**src/rtl/fetch_unit.sv**
```systemverilog
// fetch_unit: RISC-V fetch stage with credit-limited imem requests, in-order response pairing,
// a decode-facing instruction buffer and redirect squashing of in-flight work.
module fetch_unit #(
  parameter int XLEN = 32,
  parameter logic [XLEN-1:0] RESET_PC = '0,
  parameter int DEPTH = 2
) (
  input  logic            clk,
  input  logic            reset,
  output logic            imem_req_valid,
  input  logic            imem_req_ready,
  output logic [XLEN-1:0] imem_req_addr,
  input  logic            imem_rsp_valid,
  input  logic [31:0]     imem_rsp_data,
  input  logic            redirect,
  input  logic [XLEN-1:0] redirect_pc,
  output logic            instr_valid,
  input  logic            instr_ready,
  output logic [31:0]     instr,
  output logic [XLEN-1:0] instr_pc,
  output logic [6:0]      opcode,
  output logic [2:0]      funct3,
  output logic            funct7_5
);
  localparam int AW = $clog2(DEPTH);
  localparam int CW = AW + 1;
  logic [XLEN-1:0] fetch_pc_q, fetch_pc_d;
  logic [XLEN-1:0] pcq_q [DEPTH];
  logic [XLEN-1:0] pcq_d [DEPTH];
  logic [AW-1:0]   pq_wr_q, pq_wr_d, pq_rd_q, pq_rd_d;
  logic [XLEN-1:0] buf_pc_q [DEPTH];
  logic [XLEN-1:0] buf_pc_d [DEPTH];
  logic [31:0]     buf_data_q [DEPTH];
  logic [31:0]     buf_data_d [DEPTH];
  logic [AW-1:0]   bw_q, bw_d, br_q, br_d;
  logic [CW-1:0]   buf_cnt_q, buf_cnt_d, out_cnt_q, out_cnt_d, drop_q, drop_d;
  logic            acc, rsp, keep, pop;

  always_comb begin
    // credits count both in-flight requests and buffered words, so every response has a slot
    imem_req_valid = !reset && !redirect &&
                     (({1'b0, out_cnt_q} + {1'b0, buf_cnt_q}) < (CW+1)'(DEPTH));
    imem_req_addr  = fetch_pc_q;
    acc            = imem_req_valid && imem_req_ready;
    rsp            = imem_rsp_valid && !reset;
    keep           = rsp && drop_q == '0 && !redirect;
    instr_valid    = !reset && !redirect && buf_cnt_q != '0;
    pop            = instr_valid && instr_ready;
    instr          = buf_data_q[br_q];
    instr_pc       = buf_pc_q[br_q];
    opcode         = instr[6:0];
    funct3         = instr[14:12];
    funct7_5       = instr[30];
    fetch_pc_d     = redirect ? (redirect_pc & ~XLEN'(3)) : acc ? fetch_pc_q + XLEN'(4) : fetch_pc_q;
    pcq_d          = pcq_q;
    if (acc) pcq_d[pq_wr_q] = fetch_pc_q;
    pq_wr_d        = pq_wr_q + AW'(acc);
    pq_rd_d        = pq_rd_q + AW'(rsp);
    out_cnt_d      = out_cnt_q + CW'(acc) - CW'(rsp);
    drop_d         = redirect ? out_cnt_q - CW'(rsp) :
                     (rsp && drop_q != '0) ? drop_q - CW'(1) : drop_q;
    buf_pc_d       = buf_pc_q;
    buf_data_d     = buf_data_q;
    if (keep) begin
      buf_pc_d[bw_q]   = pcq_q[pq_rd_q];
      buf_data_d[bw_q] = imem_rsp_data;
    end
    br_d           = br_q + AW'(pop);
    bw_d           = redirect ? br_q : bw_q + AW'(keep);
    buf_cnt_d      = redirect ? '0 : buf_cnt_q + CW'(keep) - CW'(pop);
  end

  always_ff @(posedge clk) begin
    if (reset) begin
      fetch_pc_q <= RESET_PC;
      pcq_q      <= '{default: '0};
      pq_wr_q    <= '0;
      pq_rd_q    <= '0;
      buf_pc_q   <= '{default: '0};
      buf_data_q <= '{default: '0};
      bw_q       <= '0;
      br_q       <= '0;
      buf_cnt_q  <= '0;
      out_cnt_q  <= '0;
      drop_q     <= '0;
    end else begin
      fetch_pc_q <= fetch_pc_d;
      pcq_q      <= pcq_d;
      pq_wr_q    <= pq_wr_d;
      pq_rd_q    <= pq_rd_d;
      buf_pc_q   <= buf_pc_d;
      buf_data_q <= buf_data_d;
      bw_q       <= bw_d;
      br_q       <= br_d;
      buf_cnt_q  <= buf_cnt_d;
      out_cnt_q  <= out_cnt_d;
      drop_q     <= drop_d;
    end
  end
endmodule

```
**config.mk**
```make
export PLATFORM = sky130hd
export DESIGN_NAME = fetch_unit
export DESIGN_NICKNAME = d
export VERILOG_FILES = /design/src/rtl/fetch_unit.sv
export SDC_FILE = /design/constraint.sdc
export NUM_CORES = 1
export LEC_CHECK = 0
export ABC_AREA = 1
export ABC_CLOCK_PERIOD_IN_PS = 3500
export CORE_ASPECT_RATIO = 0.9
export CORE_MARGIN = 2
export CORE_UTILIZATION = 50
export CTS_BUF_LIST = sky130_fd_sc_hd__clkbuf_16
export CTS_CLUSTER_SIZE = 40
export DETAILED_ROUTE_END_ITERATION = 10
export MAX_ROUTING_LAYER = met4
export PLACE_DENSITY = 0.79
export RECOVER_POWER = 100
export REMOVE_ABC_BUFFERS = 1
export SLEW_MARGIN = 0
export SYNTH_ARGS = -nofsm -noshare
export SYNTH_HDL_FRONTEND = slang
export SYNTH_SLANG_ARGS = --single-unit
```
**constraint.sdc**
```tcl
create_clock -name clk -period 3.5 [get_ports clk]
set_input_delay 0.525 -clock clk [delete_from_list [all_inputs] [get_ports clk]]
set_output_delay 0.525 -clock clk [all_outputs]
set_load 0.005 [all_outputs]
```
Word-level counts from Yosys, hierarchy flattened
Index checks and enable logic that the tools add are counted.
- bitwise operators: 4
- reduce and logical (&&, ||, !) cells: 19
- mux-type cells: 21
- $add $sub $neg: 12
- order comparisons: 7
- operators by type and width (cell ; number):
    32-bit 2-to-1 mux ; 13
    64-bit bitwise mux ; 3
    32-bit demux with 1-bit select ; 2
    32-bit by 3-bit adder with 32-bit output (second input constant) ; 1
    1-bit logical AND ; 11
    2-bit >= comparator (second input constant) ; 4
    1-bit inverter with 2-bit output ; 4
    2-bit nonzero test ; 4
    2-bit by 1-bit subtractor with 2-bit output ; 3
    1-bit adder ; 4
    2-bit by 1-bit adder with 2-bit output ; 2
    2-bit by 1-bit < comparator with 1-bit output (second input constant) ; 2
    2-bit 2-to-1 mux ; 2
    2-bit by 2-bit adder with 3-bit output ; 1
    3-bit by 2-bit < comparator with 1-bit output (second input constant) ; 1
    1-bit logical NOT ; 2
    2-bit logical NOT ; 1
    2-bit OR reduction ; 1
    2-bit by 1-bit subtractor with 2-bit output (second input constant) ; 1
    1-bit 2-to-1 mux ; 1
- register bits: 234
- logic and storage cells: 78
- bits of input ports: 70

Logic depth before layout (Yosys ltp)
- depth after elaboration: 6
- depth in mapped cells: 13

Worst setup path after synthesis
OpenSTA, ideal clock, no wires.
- path kind: reg2reg
- start point: register out_cnt_q[0]
- end point: register pcq_q[44] (netlist bit)
- path slack: 981 ps
- buffers on the path: 3
- arrival: 2387 ps
- stages on the path, launching flop included: 14
- cells stage by stage: dfxtp_1 > nand2_1 > inv_1 > fa_1 > nor2_1 > nand2_2 > nor2_4 > buf_4 > ha_1 > clkbuf_1 > inv_1 > clkbuf_1 > o21ai_0 > a21oi_1
- word-level cells in the longest chain between the ends: 4
- RTL lines (item ; RTL line ; text):
    from (decl) ; 36 ; logic [CW-1:0] buf_cnt_q, buf_cnt_d, out_cnt_q, out_cnt_d, drop_q, drop_d;
    from (signal assigned) ; 96 ; out_cnt_q <= out_cnt_d;
    2-bit by 2-bit adder with 3-bit output ; 42 ; (({1'b0, out_cnt_q} + {1'b0, buf_cnt_q}) < (CW+1)'(DEPTH));
    3-bit by 2-bit < comparator with 1-bit output ; 42 ;
    1-bit logical AND ; 41 ; imem_req_valid = !reset && !redirect &&
    1-bit logical AND ; 44 ; acc = imem_req_valid && imem_req_ready;
    to (signal assigned) ; 88 ; pcq_q <= pcq_d;
    to (decl) ; 28 ; logic [XLEN-1:0] pcq_q [DEPTH];
Every way passes these cells.
A chain may end at the register's enable or synchronous reset.

Worst setup path in the final report
- start point: register br_q
- end point: output port instr_pc[19]
- word-level cells in the longest chain between the ends: 4
- RTL lines (item ; RTL line ; text):
    from (decl) ; 35 ; logic [AW-1:0] bw_q, bw_d, br_q, br_d;
    from (signal assigned) ; 94 ; br_q <= br_d;
    1-bit inverter with 2-bit output (not written as such) ; 50 ; instr_pc = buf_pc_q[br_q];
    32-bit 2-to-1 mux (not written as such) (3 in series) ; 50 ;
    to (decl) ; 20 ; output logic [XLEN-1:0] instr_pc,
Every way passes these cells. The select of a mux whose other input is x is not followed.

==> reports/results.ini <==
[outcome]
status=finished with violations
violations=max-capacitance violations, max-slew violations

[drt]
via_per_inst=5.19
drtIter0Drc=686
wire_per_inst_um=14.4
postRouteAntennaNets=0
drc=0
drt_pass1_iterations=5
wl_mm=27.1
vias=9750

[yosys]
synth.yosys.seq_area_share_pct=43.4
ys_types=35
synthTopCellsByCount=nor2_1, nand2_1, o21ai_0
yosys_warnings=0
synth-main-ff-cell=dfxtp_1
synth_edf_count=0
synth_top_cell_by_area=dfxtp_1
yosysMostFrequentCell=nor2_1
synth_top_cell_area_share_pct=43.4
netlist_area_um2=10300
syn_inst=1495
avgSynthCellArea_um2=6.92
async_flop_share_pct=0
yosys-top-cells-area=dfxtp_1, o21ai_0, nor2_1
synth.ff_latch_count=224

[global_routing]
grt_pass1_wl_mm=43.8
grt_max_degree=94
grt_antenna_before_repair=0
grt_pass1_vias=8779
track_usage_pct=24.9
gr-total-overflow=0

[finish]
synthToLayoutAreaGrowth_pct=23.2
fin_nets=1691
drive_gt1_share_pct=6.15
n_antenna_cell=0
final_area_um2=12700
final_util_pct=63.3

[critical_path]
r2r_slack_ps=610
critPathKind=reg2out
rr_worst_depth=11
cp_max_fo=93
worstSetupStartpointType=flop
timing.rr.start=out_cnt_q[0]
r2r-end=imem_req_addr[11]
end_kind=output port
cp_data_arrival_time_ps=2610
worst_ep_required_time_ps=2970

[power_and_ir_drop]
clockPowerShare_pct=41.5
intPower_mw=4.25
peakVddDrop_mv=0.337
powerDensity_nw_per_um2=442
p_leak_nw=6.03
combPwrFrac_pct=10.0
p_sw_share_pct=24.5
seqPwrFrac_pct=48.5
p_switching_mw=1.38

[hold_path]
hold_start=pcq_q[44]
whs_path_depth=2
hp-class=reg2reg
holdPathEnd=pcq_q[44]

[sta]
tightestPinTransition_ps=1710
period_share_pct=89.5
rsz0062_at_grt=false
slew_viol_final=40
fin_worst_skew_ps=14.3
fmax_ghz=0.319
worst_slack_ps=366
min_period_ps=3130
slew_headroom_pct=-13.8
hold_violations=0
setup_violations=0

[placement]
place_congestion=0.929
io_buffers=172
pre_cts_ws_ps=523
place_area_um2=12100
hpwl_mm=17.6

[die]
dieArea_um2=21900
io_pins=179
core_area_um2=20100
die_w_um=156
initial_core_util_pct=51.4
rows=49
die_h_um=140

[clock_network]
clock_path_buffers=3
clock_latency_ps=510
cts-root-buf=clkbuf_16
hold_buffers=0
cts_tree=done
postCtsSetupRepairBufs=0
cts_sinks=224
cts-buffers-inserted=23
clk_pin_slew_ps=60
h-tree-depth=1
cts_resized=0

[job]
cap_violations=1

-- registers in the layout, indices dropped and copies added, names as in the netlist --
register,count
bw_q,1
buf_cnt_q,2
out_cnt_q,2
pq_rd_q,1
buf_pc_q,60
pq_wr_q,1
drop_q,2
pcq_q,60
br_q,1
buf_data_q,64
imem_req_addr,30
-- kinds of logic (layout without fill, tap and decap cells) --
family / count (synthesis) / count (layout) / share of synthesized area [%]
buf+inv: 279 / 406 / 11.0
other cells: 1 / 4 / 0.0363
mux: 22 / 22 / 2.40
xor+xnor: 11 / 11 / 0.932
simple gates: 584 / 584 / 23.1
flops: 224 / 224 / 43.4
fa+ha+maj: 12 / 12 / 1.52
compound gates: 362 / 362 / 17.7
-- cell usage in the layout (no fill, tap or decap), drive strengths merged --
cell           count
nor2             275
nand2            262
o21ai            249
dfxtp            224
inv              180
dlygate4sd3      105
a21oi            104
clkdlybuf4s50     66
nand3             36
clkbuf            27
mux2              22
clkinv            13
buf               13
ha                11
xor2               8
a31oi              7
nand4              4
conb               4
xnor2              3
or2                3
and2               2
bufinv             2
nor3               1
nand3b             1
o22ai              1
o31ai              1
fa                 1
-- routing by layer --
metal	track usage (%)	vias up	routed length [um]
met5	-	-	0
met4	5.65	0	495
met3	3.56	41	1810
met2	40.1	331	12700
met1	33.3	4449	12100
li1	-	4929	-
-- cell type report --
| type | instances | area (um^2) |
|---|---|---|
| Fill cell | 1822 | 7370 |
| Multi-Input combinational cell | 995 | 4710 |
| Sequential cell | 224 | 4490 |
| Timing Repair Buffer | 188 | 1850 |
| Inverter | 177 | 664 |
| Clock buffer | 23 | 576 |
| Tap cell | 255 | 319 |
| Clock inverter | 18 | 133 |
-- power by group through the flow --
stage | Sequential (mW) | Combinational, mW | Clock [mW]
after floorplan | 2.77 | 0.270 | 0
after detailed placement | 2.79 | 0.589 | 0
after CTS | 2.73 | 0.594 | 2.37
final | 2.73 | 0.564 | 2.34
after global placement | 2.78 | 0.578 | 0
after global routing | 2.75 | 0.632 | 2.48
-- through the flow --
step           setup TNS (ps)  total power [mW]  hold WS, ps  instances
3_3_place_gp                0              3.36          435       1839
5_1_grt                     0              5.86          485       1880
2_1_floorplan          -25860              3.04          431       1396
3_5_place_dp                0              3.38          440       1839
4_1_cts                     0              5.70          436       1880
6_report                    0              5.64          453       1880
-- critical path: stages (launching register included) --
cell and delay, ps:
dfxtp_4 340, clkbuf_4 770, o21ai_0 270, dlygate4sd3_1 640
-- worst max-delay path by stage --
stage | from | to | slack, ps | cells past startpoint
detailed placement | redirect | buf_pc_q[17] | 520 | 8
floorplan | reset | buf_pc_q[10] | -370 | 7
global route | redirect | imem_req_addr[11] | 200 | 9
CTS | out_cnt_q[0] | imem_req_valid | 590 | 7
global placement | redirect | buf_pc_q[15] | 550 | 8
finish | br_q | instr_pc[19] | 370 | 3
(Power assumes the default switching activity.)
